`src/rtl/nourishment_scheduler_pkg.sv`:
```
// Shared types for the nourishment scheduler: FSM states, action priority and consumer count.
// Pure declarations; no timing or backpressure of its own.
package nourishment_scheduler_pkg;

  localparam int NUM_CONSUMERS = 4;
  localparam int PTR_W         = $clog2(NUM_CONSUMERS);

  typedef enum logic [1:0] {
    ST_IDLE     = 2'd0,
    ST_DIGEST   = 2'd1,
    ST_COOLDOWN = 2'd2
  } state_t;

  // Ordered from highest to lowest priority after ACT_NONE.
  typedef enum logic [2:0] {
    ACT_NONE   = 3'd0,
    ACT_REVIVE = 3'd1,
    ACT_DIGEST = 3'd2,
    ACT_GRANT  = 3'd3,
    ACT_BASAL  = 3'd4
  } action_t;

  function automatic logic [PTR_W-1:0] oh_to_idx(input logic [NUM_CONSUMERS-1:0] oh);
    logic [PTR_W-1:0] idx;
    idx = '0;
    for (int k = 0; k < NUM_CONSUMERS; k++) begin
      if (oh[k]) idx = PTR_W'(k);
    end
    return idx;
  endfunction

endpackage

```
`src/rtl/nourishment_scheduler_if.sv`:
```
// Command/feedback bundle between the nourishment system, consumers and the scheduler.
// The scheduler side is the slave modport; the environment drives through master.
interface nourishment_scheduler_if;
  import nourishment_scheduler_pkg::*;

  logic                     meal;
  logic                     big_meal;
  logic                     revive;
  logic                     starving;
  logic [NUM_CONSUMERS-1:0] req;
  logic [NUM_CONSUMERS-1:0] gnt;
  logic                     inc;
  logic                     dec;
  logic                     fast;
  logic                     setval;
  logic                     busy;

  modport master (
    output meal, big_meal, revive, starving, req,
    input  gnt, inc, dec, fast, setval, busy
  );

  modport slave (
    input  meal, big_meal, revive, starving, req,
    output gnt, inc, dec, fast, setval, busy
  );

endinterface

```
`src/rtl/nourishment_scheduler_rr_arbiter4.sv`:
```
// Combinational round-robin picker: first requester at or after ptr, modulo 4.
// Zero latency; o_vld low when nothing requests.
module rr_arbiter4
  import nourishment_scheduler_pkg::*;
(
  input  logic [NUM_CONSUMERS-1:0] i_req,
  input  logic [PTR_W-1:0]         i_ptr,
  output logic [NUM_CONSUMERS-1:0] o_gnt,
  output logic                     o_vld
);

  logic [PTR_W-1:0] w_idx;

  always_comb begin
    o_gnt = '0;
    o_vld = 1'b0;
    w_idx = '0;
    for (int k = 0; k < NUM_CONSUMERS; k++) begin
      w_idx = i_ptr + PTR_W'(k);
      if (!o_vld && i_req[w_idx]) begin
        o_gnt[w_idx] = 1'b1;
        o_vld        = 1'b1;
      end
    end
  end

endmodule

```
`src/rtl/nourishment_scheduler.sv`:
```
// Tick-paced scheduler issuing one glucose command per slot: revive > digestion > grant > basal.
// Commands appear one cycle after the tick; no backpressure, meals outside IDLE are dropped.
module nourishment_scheduler
  import nourishment_scheduler_pkg::*;
#(
  parameter int TICK_DIV       = 256,
  parameter int MEAL_STEPS     = 16,
  parameter int COOLDOWN_TICKS = 8,
  parameter int BASAL_DIV      = 4
)(
  input logic                    clk,
  input logic                    rst,
  nourishment_scheduler_if.slave bus
);

  localparam int PW = (TICK_DIV > 2) ? $clog2(TICK_DIV) : 1;

  state_t                   r_state, w_state_nxt;
  logic [PW-1:0]            r_presc;
  logic [7:0]               r_cnt, w_cnt_nxt;
  logic                     r_fast_flag, w_fast_flag_nxt;
  logic                     r_rev_pend;
  logic [7:0]               r_basal;
  logic [PTR_W-1:0]         r_ptr;
  logic [NUM_CONSUMERS-1:0] r_gnt, w_gnt;
  logic                     r_inc, r_dec, r_fast, r_setval, r_busy;
  logic                     w_inc, w_dec, w_fast, w_setval;
  logic                     w_tick, w_basal_hit, w_arb_vld;
  logic [NUM_CONSUMERS-1:0] w_arb_gnt;
  action_t                  w_act;

  assign w_tick      = (r_presc == PW'(TICK_DIV - 1));
  assign w_basal_hit = ({24'd0, r_basal} + 32'd1) >= 32'(BASAL_DIV);

  rr_arbiter4 u_arb (
    .i_req (bus.req),
    .i_ptr (r_ptr),
    .o_gnt (w_arb_gnt),
    .o_vld (w_arb_vld)
  );

  always_ff @(posedge clk or posedge rst) begin
    if (rst) r_state <= ST_IDLE;
    else     r_state <= w_state_nxt;
  end

  // A serviced revive overrides everything, including a meal arriving on that tick.
  always_comb begin
    w_state_nxt     = r_state;
    w_cnt_nxt       = r_cnt;
    w_fast_flag_nxt = r_fast_flag;
    if (w_tick && r_rev_pend) begin
      w_state_nxt = ST_IDLE;
      w_cnt_nxt   = '0;
    end else begin
      case (r_state)
        ST_IDLE: if (bus.meal) begin
          w_state_nxt     = ST_DIGEST;
          w_cnt_nxt       = 8'(MEAL_STEPS);
          w_fast_flag_nxt = bus.big_meal;
        end
        ST_DIGEST: if (w_tick) begin
          w_cnt_nxt = r_cnt - 8'd1;
          if (r_cnt == 8'd1) begin
            w_state_nxt = ST_COOLDOWN;
            w_cnt_nxt   = 8'(COOLDOWN_TICKS);
          end
        end
        ST_COOLDOWN: if (w_tick) begin
          w_cnt_nxt = r_cnt - 8'd1;
          if (r_cnt == 8'd1) w_state_nxt = ST_IDLE;
        end
        default: w_state_nxt = ST_IDLE;
      endcase
    end
  end

  always_comb begin
    w_act = ACT_NONE;
    if (w_tick) begin
      if (r_rev_pend)                    w_act = ACT_REVIVE;
      else if (r_state == ST_DIGEST)     w_act = ACT_DIGEST;
      else if (!bus.starving && w_arb_vld) w_act = ACT_GRANT;
      else                               w_act = ACT_BASAL;
    end
    w_inc    = (w_act == ACT_DIGEST);
    w_dec    = (w_act == ACT_GRANT) || ((w_act == ACT_BASAL) && w_basal_hit);
    w_fast   = ((w_act == ACT_DIGEST) && r_fast_flag) || (w_act == ACT_GRANT);
    w_setval = (w_act == ACT_REVIVE);
    w_gnt    = (w_act == ACT_GRANT) ? w_arb_gnt : '0;
  end

  always_ff @(posedge clk or posedge rst) begin
    if (rst) begin
      r_presc     <= '0;
      r_cnt       <= '0;
      r_fast_flag <= 1'b0;
      r_rev_pend  <= 1'b0;
      r_basal     <= '0;
      r_ptr       <= '0;
      r_gnt       <= '0;
      r_inc       <= 1'b0;
      r_dec       <= 1'b0;
      r_fast      <= 1'b0;
      r_setval    <= 1'b0;
      r_busy      <= 1'b0;
    end else begin
      r_presc     <= w_tick ? '0 : r_presc + PW'(1);
      r_cnt       <= w_cnt_nxt;
      r_fast_flag <= w_fast_flag_nxt;
      // A revive landing on the servicing tick belongs to the following tick.
      if (w_tick && r_rev_pend) r_rev_pend <= bus.revive;
      else if (bus.revive)      r_rev_pend <= 1'b1;
      if (w_act == ACT_BASAL)   r_basal <= w_basal_hit ? 8'd0 : r_basal + 8'd1;
      if (w_act == ACT_GRANT)   r_ptr   <= oh_to_idx(w_arb_gnt) + PTR_W'(1);
      r_gnt    <= w_gnt;
      r_inc    <= w_inc;
      r_dec    <= w_dec;
      r_fast   <= w_fast;
      r_setval <= w_setval;
      r_busy   <= (w_state_nxt != ST_IDLE);
    end
  end

  assign bus.gnt    = r_gnt;
  assign bus.inc    = r_inc;
  assign bus.dec    = r_dec;
  assign bus.fast   = r_fast;
  assign bus.setval = r_setval;
  assign bus.busy   = r_busy;

endmodule

```
`src/flat_wrapper.sv`:
```
// flat-port wrapper written by rule: the top's interface ports become plain ports
module nourishment_scheduler_flat import nourishment_scheduler_pkg::*;
#(
  parameter int TICK_DIV       = 256,
  parameter int MEAL_STEPS     = 16,
  parameter int COOLDOWN_TICKS = 8,
  parameter int BASAL_DIV      = 4
)
  (clk, rst, bus_meal, bus_big_meal, bus_revive, bus_starving, bus_req, bus_gnt, bus_inc, bus_dec, bus_fast, bus_setval, bus_busy);
  nourishment_scheduler_if bus_i ();
  input logic clk;
  input logic rst;
  input wire logic [$bits(bus_i.meal)-1:0] bus_meal;
  input wire logic [$bits(bus_i.big_meal)-1:0] bus_big_meal;
  input wire logic [$bits(bus_i.revive)-1:0] bus_revive;
  input wire logic [$bits(bus_i.starving)-1:0] bus_starving;
  input wire logic [$bits(bus_i.req)-1:0] bus_req;
  output wire logic [$bits(bus_i.gnt)-1:0] bus_gnt;
  output wire logic [$bits(bus_i.inc)-1:0] bus_inc;
  output wire logic [$bits(bus_i.dec)-1:0] bus_dec;
  output wire logic [$bits(bus_i.fast)-1:0] bus_fast;
  output wire logic [$bits(bus_i.setval)-1:0] bus_setval;
  output wire logic [$bits(bus_i.busy)-1:0] bus_busy;
  assign bus_i.meal = bus_meal;
  assign bus_i.big_meal = bus_big_meal;
  assign bus_i.revive = bus_revive;
  assign bus_i.starving = bus_starving;
  assign bus_i.req = bus_req;
  assign bus_gnt = bus_i.gnt;
  assign bus_inc = bus_i.inc;
  assign bus_dec = bus_i.dec;
  assign bus_fast = bus_i.fast;
  assign bus_setval = bus_i.setval;
  assign bus_busy = bus_i.busy;
  nourishment_scheduler #(.TICK_DIV(TICK_DIV), .MEAL_STEPS(MEAL_STEPS), .COOLDOWN_TICKS(COOLDOWN_TICKS), .BASAL_DIV(BASAL_DIV)) u_core (.clk(clk), .rst(rst), .bus(bus_i));
endmodule
```
`config.mk`:
```
export PLATFORM = sky130hd
export DESIGN_NAME = nourishment_scheduler_flat
export DESIGN_NICKNAME = d
export VERILOG_FILES = /design/src/rtl/nourishment_scheduler_pkg.sv /design/src/rtl/nourishment_scheduler_if.sv /design/src/rtl/nourishment_scheduler_rr_arbiter4.sv /design/src/rtl/nourishment_scheduler.sv /design/src/flat_wrapper.sv
export SDC_FILE = /design/constraint.sdc
export NUM_CORES = 1
export LEC_CHECK = 0
export ABC_AREA = 1
export CORE_ASPECT_RATIO = 0.8
export CORE_MARGIN = 1
export CORE_UTILIZATION = 53
export DETAILED_ROUTE_END_ITERATION = 8
export MAX_ROUTING_LAYER = met4
export PLACE_DENSITY = 0.76
export SLEW_MARGIN = 20
export SYNTH_ARGS = -nofsm -noshare
export SYNTH_HDL_FRONTEND = slang
export SYNTH_SLANG_ARGS = --single-unit
export TNS_END_PERCENT = 50
```
`constraint.sdc`:
```
create_clock -name clk -period 1.85 [get_ports clk]
set_input_delay 0.185 -clock clk [delete_from_list [all_inputs] [get_ports clk]]
set_output_delay 0.185 -clock clk [all_outputs]
set_load 0.02 [all_outputs]
```
# After elaboration in Yosys (flattened, before gate mapping)
# Index checks and enable logic that the tools add are counted.
# word_totals
reg_bits	39
input_bits	10
out_inout_bits	9
wordCells	118
# classes
add_sub_neg	8
magnitude_cmp	9
n_eq_ne	11
muxes	50
bitwise	4
n_reduce_logical	23
# op_table
operator	n
2-to-1 mux 8 bit	7
greater-or-equal comparator 32 x 3 -> 1 bit (second input constant)	1
one-hot mux 8 bit (3 select lines)	1
2-to-1 mux 4 bit	5
2-to-1 mux 2 bit	9
adder 8 x 1 -> 8 bit (second input constant)	2
2-to-1 mux 1 bit	15
less-than comparator 2 x 3 -> 1 bit (second input constant)	4
2-to-1 mux 3 bit	4
bitwise OR 4 bit	3
logical AND 1 bit	11
adder 8 x 1 -> 9 bit (second input constant)	1
binary-select mux 1 bit (select 2 bit)	4
demux 1 bit (select 2 bit)	4
equality test 8 x 1 -> 1 bit (second input constant)	1
equality test 8 bit (second input constant)	1
greater-or-equal comparator 2 x 1 -> 1 bit (second input constant)	4
subtractor 8 x 1 -> 8 bit (second input constant)	1
equality test 3 x 2 -> 1 bit (second input constant)	2
inequality test 3 x 2 -> 1 bit (second input constant)	2
one-hot mux 2 bit (3 select lines)	1
adder 2 x 1 -> 2 bit (second input constant)	2
adder 2 bit (second input constant)	2
logical NOT 1 bit	4
12 further kinds	14

# Depth between registers and ports, before layout
# Gate-level depths: netlist of run 1.
# depth
word_depth	20
depth_mapped	14
ltp_nobuf	13

# Cells and area by module
# A second synthesis of run 1 with hierarchy kept.
# unflattened
cells_unflattened	349
area_unflattened_um2	2565.0
# modules_own_cells
mod	n_inst	cells_each	area_per_inst_um2	seq_area_each_um2
nourishment_scheduler	1	273	2145.8	975.9
rr_arbiter4	1	76	419.2	0.0

# Worst setup path before layout of run 1
# No wires, ideal clock.
# synth_timing
path_kind	register to register
startpoint	register u_core.r_ptr[1]
endpoint	register u_core.r_basal[0]
setup_time_ns	0.117
t_arrival_ns	1.717
required_time_ns	1.733
setup_slack_ns	0.016
path_stages_with_launch	11
n_path_buf	0
period_less_slack_ns	1.834
cell_sequence	dfrtp_1 > inv_1 > ha_1 > inv_1 > nand3_1 > nand2_2 > nand4_4 > nand2_2 > nand3_4 > o21ai_1 > inv_1
# synth_between
elab_chain_len	18
elab_cells_between_ends	27
classes_between	3 x add/sub; 1 x eq/ne; 16 x mux; 7 x reduce/logical
# synth_lines
element	line	source
start: declaration	nourishment_scheduler.sv:24	logic [PTR_W-1:0] r_ptr;
start signal: assignment	nourishment_scheduler.sv:115	if (w_act == ACT_GRANT) r_ptr <= oh_to_idx(w_arb_gnt) + PTR_W'(1);
branches (longest 11 deep; another with adder 2 x 1 -> 2 bit)	-	
2-to-1 mux 1 bit *	nourishment_scheduler_rr_arbiter4.sv:20	if (!o_vld && i_req[w_idx]) begin
logical AND 1 bit *	nourishment_scheduler.sv:83	else if (!bus.starving && w_arb_vld) w_act = ACT_GRANT;
2-to-1 mux 3 bit *	nourishment_scheduler.sv:83	
2-to-1 mux 3 bit *	nourishment_scheduler.sv:82	else if (r_state == ST_DIGEST) w_act = ACT_DIGEST;
2-to-1 mux 3 bit *	nourishment_scheduler.sv:81	if (r_rev_pend) w_act = ACT_REVIVE;
2-to-1 mux 3 bit *	nourishment_scheduler.sv:80	if (w_tick) begin
equality test 3 bit *	nourishment_scheduler.sv:114	if (w_act == ACT_BASAL) r_basal <= w_basal_hit ? 8'd0 : r_basal + 8'd1;
end signal: assignment	nourishment_scheduler.sv:114	
end: declaration	nourishment_scheduler.sv:23	logic [7:0] r_basal;
# Mark *: on every way between the ends. The select of a mux whose other input is x is not followed.
# A chain may end at the register's enable or synchronous reset.

# Worst setup path in the final report of run 1
# layout_timing
startpoint	register u_core.r_ptr[1]
endpoint	register u_core.r_ptr[0]
# layout_between
elab_chain_len	18
elab_cells_between_ends	59
classes_between	4 x add/sub; 8 x order compare; 1 x eq/ne; 32 x mux; 3 x bitwise; 11 x reduce/logical
# layout_lines
element
branches (longest 18 deep; another with less-than comparator 2 x 3 -> 1 bit)
# Several ways; the timed one is not identified. The select of a mux whose other input is x is not followed.

==> results of run 1 <==
-- state kept, by name, indices dropped and copies added (netlist names) --
signal / count
u_core.r_fast_flag: 1
u_core.r_cnt: 8
u_core.bus.fast: 1
u_core.r_rev_pend: 1
u_core.bus.gnt: 4
u_core.r_basal: 8
u_core.r_ptr: 2
u_core.bus.setval: 1
u_core.r_state: 2
u_core.bus.busy: 1
u_core.bus.inc: 1
u_core.r_presc: 8
u_core.bus.dec: 1
-- timing repair --
item	in CTS	in global routing
resized for setup	0	13
buffers inserted	0	1
setup endpoints to repair	0	22
hold buffers	0	0
-- kinds of logic (layout without fill, tap and decap cells) --
family / after synthesis / after routing / synth area share (%)
adder cells (fa/ha/maj): 16 / 16 / 8.184
flip-flops: 39 / 39 / 39.90
buffers and inverters: 58 / 90 / 9.514
AO/OA/AOI/OAI: 30 / 30 / 6.855
AND/OR/NAND/NOR: 166 / 167 / 33.40
XOR/XNOR: 6 / 6 / 2.148
-- layer usage --
layer  vias up  wire length, um
li1       1045                -
met1       931             2394
met2        51             1969
met3        10              230
met4         0               87
met5         -                0
-- critical path, cell delays in order (launching register included) --
cell                      delay, ns
sky130_fd_sc_hd__dfrtp_1       0.39
sky130_fd_sc_hd__inv_1         0.11
sky130_fd_sc_hd__ha_4          0.22
sky130_fd_sc_hd__inv_2         0.06
sky130_fd_sc_hd__nand3_1       0.09
sky130_fd_sc_hd__nand2_2       0.13
sky130_fd_sc_hd__nand2_2       0.09
sky130_fd_sc_hd__nor2_1        0.13
sky130_fd_sc_hd__nand3_1       0.13
sky130_fd_sc_hd__nand2_2       0.09
sky130_fd_sc_hd__nor2_2        0.04
sky130_fd_sc_hd__nand2_1       0.07
sky130_fd_sc_hd__nand2_1       0.06
-- worst paths after layout --
path,from,endpoint,cells after the start
min,rst,u_core.r_basal[5],3
min reg2reg,u_core.r_presc[0],u_core.r_presc[0],1
max in group asynchronous,rst,u_core.r_presc[0],3
min in group clk,bus_big_meal,u_core.r_fast_flag,3
max,u_core.r_ptr[1],u_core.r_ptr[0],12
max reg2reg,u_core.r_ptr[1],u_core.r_ptr[0],12
-- cell type report --
type                            instances  area, um2  share of cell area [%]
Multi-Input combinational cell        219       1294                   44.09
Sequential cell                        39      975.9                   33.26
Timing Repair Buffer                   25      232.7                   7.932
Inverter                               57      224.0                   7.633
Tap cell                               57      71.32                   2.431
Clock buffer                            5      68.82                   2.345
Clock inverter                          3      67.56                   2.303
-- synthesized netlist by cell type (2+ instances only) --
master                     instances  area share (%)
sky130_fd_sc_hd__nor3_2            2            0.82
sky130_fd_sc_hd__nand4_4           2             1.7
sky130_fd_sc_hd__nand2_4           4             1.8
sky130_fd_sc_hd__a31oi_1           2            0.51
sky130_fd_sc_hd__nor2_1           33             5.1
sky130_fd_sc_hd__nand3_2           2            0.82
sky130_fd_sc_hd__inv_1            50             7.7
sky130_fd_sc_hd__o21ai_1           2            0.41
sky130_fd_sc_hd__a21oi_1          12             2.5
sky130_fd_sc_hd__nand2_1          74              11
sky130_fd_sc_hd__o21bai_1          2            0.61
sky130_fd_sc_hd__inv_2             3            0.46
sky130_fd_sc_hd__clkinv_1          2            0.31
sky130_fd_sc_hd__xor2_1            6             2.1
sky130_fd_sc_hd__nor2_2            5             1.3
sky130_fd_sc_hd__nand2_2           9             2.3
sky130_fd_sc_hd__dfrtp_1          39              40
sky130_fd_sc_hd__ha_1             16             8.2
sky130_fd_sc_hd__nor3_1            3            0.61
sky130_fd_sc_hd__nand3_1          26             5.3
sky130_fd_sc_hd__o21ai_0           8             1.6
-- where the power goes --
group | leakage (nW) | switching [mW] | total [mW] | internal [mW]
sequential | 0.504 | 0 | 0.852 | 0.852
clock | 0.0644 | 0.311 | 0.849 | 0.538
combinational | 1.00 | 0.0608 | 0.0977 | 0.0370
==> impl_metrics.csv, run 1 <==
group,metric,value,unit
logic_synthesis,yosys.cell_types.count,34,
cts,h-tree-depth,2,
critical_path,critical_path.max_fanout,4,
detailed_routing,number_of_detailed_route_iterations_in_the_first_pass,4,
place,detailedPlacementHpwl,3.397,mm
global_route,grt.total_usage,21.56,%
cts,max-clock-path-buffers,2,
critical_path,path_class,"flop to flop",
power,total_power,1.798,mW
cts,cts_tree,"built",
global_route,grt_use_met1,29.75,%
logic_synthesis,synth_seq_area_share,39.90,%
power,p_leak,1.572,nW
hold_path,min_delay_worst_type,"primary input to asynchronous set/reset pin",
place,placed_cells,395,
floorplan,floorplan.die_area,0.004893,mm2
floorplan,core_area,0.004309,mm2
logic_synthesis,post_synth_inst_count,315,
logic_synthesis,count_of_flip_flops_with_a_built_in_enable_after_synthesis,0,
cts,latest_clock_arrival_within_the_worst_skew_pair,0.29,ns
detailed_routing,detail_route.vias_per_cell,5.030,
place,dp_slack,0.02673,ns
logic_synthesis,synth-warning-count,0,
cells_and_area,final_cell_mix,"sky130_fd_sc_hd__nand2_1, sky130_fd_sc_hd__inv_1, sky130_fd_sc_hd__dfrtp_1",
cts,clkSlewWorstSetupHoldPaths,0.08,ns
timing,period_minus_slack,1.733,ns
floorplan,boundaryPins,19,
logic_synthesis,synth_fp_nets,341,
detailed_routing,drt_iter0_markers,169,
timing,setup-tns-final,0,ns
critical_path,worst_path_arrival_time,1.91,ns
cts,cts_inserted_buffers,5,
cells_and_area,layout_commonest_cell,"sky130_fd_sc_hd__nand2_1",
global_route,grt_first_pass_wirelength,8.121,mm
critical_path,ff2ff_setup_slack,0.12,ns
logic_synthesis,netlist_area,0.002446,mm2
timing,finalHoldViolCount,0,
timing,final.period_utilization,93.66,%
place,gpl.final_weighted_congestion,0.9456,
global_route,grt.overflow.total,0,
power,power.density,612.9,mW/mm2
timing,fin_worst_skew,0.007983,ns
power,power.ir.vdd_worst,0.6319,mV
global_route,pin_count_of_the_biggest_net_entering_global_routing,40,
timing,layout_setup_ws,0.1173,ns
timing,hold_ws,0.3049,ns
global_route,gr-usage-met2,31.19,%
cells_and_area,fillerInstances,363,
detailed_routing,vias,2037,
cts,clock_sinks,39,
logic_synthesis,async_flop_share,100.0,%
global_route,grt_pass1_vias,1924,
timing,max_freq,0.5771,GHz
critical_path,worstSetupStartpointType,"flop",
place,port_buffers,18,
logic_synthesis,synth_ff_type,"sky130_fd_sc_hd__dfrtp_1",
global_route,number_of_antenna_violations_at_the_first_check_in_global_routing,0,
cells_and_area,syn2layout_area_growth,19.95,%
place,placed_area,0.002731,mm2
cells_and_area,post-route-cell-area,0.002934,mm2
detailed_routing,route.antenna.remaining_nets,0,
cells_and_area,fin_cells,405,
global_route,grt_most_used_layer,"met2",
detailed_routing,drt-total-wl,4.682,mm
floorplan,die_width,77.96,um
detailed_routing,wirelength_per_cell,11.56,um
detailed_routing,drc,0,
logic_synthesis,avgSynthCellArea,7.765,um2
cells_and_area,fin_util,68.09,%
floorplan,placementRows,21,
cts,cts-root-buf,"sky130_fd_sc_hd__clkbuf_8",
floorplan,die_height,62.77,um
timing,setup-violations-final,0,
floorplan,effective_utilization_at_floorplan,56.77,%
timing,least_margin_pin_slew,0.4820,ns
run_status,run_status,"finished, final reports clean",
cells_and_area,number_of_nets_in_the_finished_design,373,
flow_run,drv.max_cap_violation_count,0,
cells_and_area,antenna_diode_count,0,
critical_path,crit_required,2.03,ns
timing,fin_max_slew_vios,0,
cells_and_area,drive_above_1_share,15.80,%
global_route,grt.met3_usage,5.255,%
critical_path,setup.worst_path.end_class,"flop",
logic_synthesis,ys_seq_elements,39,
timing,worst_slew_margin_rel,67.86,%
Power figures use the tool's default switching activity.
==> run 2: changes to the inputs <==
--- a/config.mk
+++ b/config.mk
@@ -8,10 +8,10 @@
 export ABC_AREA = 1
 export CORE_ASPECT_RATIO = 0.8
 export CORE_MARGIN = 1
-export CORE_UTILIZATION = 53
+export CORE_UTILIZATION = 45
 export DETAILED_ROUTE_END_ITERATION = 8
 export MAX_ROUTING_LAYER = met4
-export PLACE_DENSITY = 0.76
+export PLACE_DENSITY = 0.67
 export SLEW_MARGIN = 20
 export SYNTH_ARGS = -nofsm -noshare
 export SYNTH_HDL_FRONTEND = slang
==> run 2 against run 1 <==
Effect of this change:
- the run now ends with design-rule violations left
- first-iteration DRC count is 44% lower
- fmax is 2.3% higher
- worst hold slack better by 0.0030 ns
- worst setup slack better by 0.039 ns
- clock power fell by 25%
- critical path depth is 2 lower
- sequential share of layout area up 0.64 points
- largest power group unchanged
- highest routed layer unchanged
==> impl_metrics.csv, run 2 (synthesis results as in run 1) <==
group,metric,value,unit
timing,worst_slew_margin_rel,66.79,%
critical_path,critical_path.max_fanout,8,
cells_and_area,drive_above_1_share,15.27,%
place,gpl.final_weighted_congestion,0.9030,
global_route,grt_first_pass_wirelength,7.990,mm
timing,setup-tns-final,0,ns
detailed_routing,vias,1945,
flow_run,drv.max_cap_violation_count,0,
global_route,grt.overflow.total,0,
cts,cts-root-buf,"sky130_fd_sc_hd__clkbuf_8",
power,power.ir.vdd_worst,0.2739,mV
power,switching_power,0.3545,mW
cells_and_area,final_cell_mix,"sky130_fd_sc_hd__nand2_1, sky130_fd_sc_hd__inv_1, sky130_fd_sc_hd__dfrtp_1",
floorplan,placementRows,23,
cts,clock_sinks,39,
detailed_routing,drt_iter0_markers,95,
global_route,grt_pass1_vias,1778,
power,p_comb_share,5.8,%
timing,final.period_utilization,91.57,%
power,total_power,1.580,mW
place,detailedPlacementHpwl,3.430,mm
timing,period_minus_slack,1.694,ns
floorplan,core_area,0.005122,mm2
floorplan,effective_utilization_at_floorplan,47.75,%
global_route,number_of_antenna_violations_at_the_first_check_in_global_routing,0,
global_route,grt.total_usage,18.34,%
cells_and_area,layout_commonest_cell,"sky130_fd_sc_hd__nand2_1",
timing,hold_ws,0.3079,ns
cells_and_area,registers_with_the_highest_flip_flop_counts,"u_core.r_basal x8, u_core.r_cnt x8, u_core.r_presc x8",
critical_path,worst_path_arrival_time,1.88,ns
critical_path,setup.worst_path.end_class,"flop",
timing,finalHoldViolCount,0,
power,clockPowerShare,40.3,%
power,seqPwrFrac,53.9,%
run_status,run_status,"finished, violations left",
cts,ctsHoldBuffers,0,
detailed_routing,wirelength_per_cell,11.04,um
cts,cts_tree,"built",
hold_path,min_delay_worst_type,"primary input to asynchronous set/reset pin",
timing,layout_setup_ws,0.1560,ns
detailed_routing,drt-total-wl,4.517,mm
cells_and_area,number_of_nets_in_the_finished_design,372,
detailed_routing,route.antenna.remaining_nets,0,
global_route,pin_count_of_the_biggest_net_entering_global_routing,40,
place,port_buffers,18,
power,internal_power,1.225,mW
timing,fin_max_slew_vios,0,
timing,fin_worst_skew,0.003161,ns
floorplan,boundaryPins,19,
cells_and_area,antenna_diode_count,0,
cts,latest_clock_arrival_within_the_worst_skew_pair,0.29,ns
cells_and_area,fillerInstances,478,
critical_path,crit_required,2.03,ns
place,dp_slack,0.04707,ns
floorplan,die_height,67.95,um
cts,h-tree-depth,2,
power,p_leak,1.534,nW
critical_path,path_class,"flop to flop",
power,power.density,548.7,mW/mm2
cells_and_area,syn2layout_area_growth,17.70,%
timing,least_margin_pin_slew,0.4982,ns
detailed_routing,detail_route.vias_per_cell,4.756,
detailed_routing,drc,6,
cells_and_area,fin_util,56.20,%
timing,setup-violations-final,0,
cts,max-clock-path-buffers,2,
floorplan,die_width,84.43,um
timing,max_freq,0.5903,GHz
cts,clkSlewWorstSetupHoldPaths,0.07,ns
floorplan,floorplan.die_area,0.005737,mm2
run_status,violations,"design-rule violations",
detailed_routing,number_of_detailed_route_iterations_in_the_first_pass,6,
cts,cts_inserted_buffers,5,
critical_path,worstSetupStartpointType,"flop",
power,sw_frac_of_total,22.44,%
run 2: cell count changes in the layout (fill, tap and decap cells not counted), sizes merged:
| cell | change |
|---|---|
| bufinv | -2 |
| clkbuf | +2 |
| nand2 | -1 |
run 2: power groups by stage:
stage          Clock [mW]  Sequential [mW]  Combinational (mW)
3_3_place_gp            0            0.869              0.0907
6_report            0.637            0.852              0.0911
4_1_cts             0.654            0.852              0.0920
5_1_grt             0.702            0.852               0.103
3_5_place_dp            0            0.869              0.0919
2_1_floorplan           0            0.869              0.0556
run 2: stage by stage:
step                      instance area [um2]  cells
after floorplan                          2446    315
after global placement                   2738    400
after detailed placement                 2738    400
after CTS                                2841    408
after global routing                     2879    409
final                                    2879    409
run 2: routing by layer:
layer	GRT usage, %	vias up	wire, um
met4	5.085	0	42
li1	-	1046	-
met1	25.13	874	2435
met5	-	-	0
met2	27.46	19	1906
met3	4.343	6	133
run 2: repair_timing:
item,CTS,global route
gates resized for setup,0,10
endpoints found under the setup margin,0,19
setup buffers,0,1
run 2: critical path, stage by stage (launching register included):
cell and delay, ns:
sky130_fd_sc_hd__dfrtp_1 0.41, sky130_fd_sc_hd__inv_1 0.09, sky130_fd_sc_hd__ha_1 0.21, sky130_fd_sc_hd__nor2_2 0.16, sky130_fd_sc_hd__inv_1 0.11, sky130_fd_sc_hd__nand2_1 0.09
sky130_fd_sc_hd__nand2_2 0.11, sky130_fd_sc_hd__nand2_4 0.12, sky130_fd_sc_hd__nand2_1 0.12, sky130_fd_sc_hd__o21ai_0 0.11, sky130_fd_sc_hd__inv_1 0.06
run 2: cell type report:
class / count / area, um2 / area share [%]
clock buffer: 7 / 96.34 / 3.346
clock inverter: 1 / 7.507 / 0.2608
inverter: 57 / 224.0 / 7.779
multi-input combinational: 218 / 1265 / 43.94
sequential: 39 / 975.9 / 33.90
tap: 62 / 77.57 / 2.694
timing repair buffer: 25 / 232.7 / 8.083
run 2: worst paths after layout:
check                             startpoint                 end  slack, ns  depth (start not counted)
min                                      rst      u_core.bus.dec       0.31                          3
min in group clk                bus_big_meal  u_core.r_fast_flag       0.46                          3
max in group asynchronous                rst   u_core.r_state[0]       1.19                          3
min reg2reg                u_core.r_presc[0]   u_core.r_presc[0]       0.46                          1
max                        u_core.r_state[1]     u_core.r_cnt[0]       0.16                         10
max reg2reg                u_core.r_state[1]     u_core.r_cnt[0]       0.16                         10
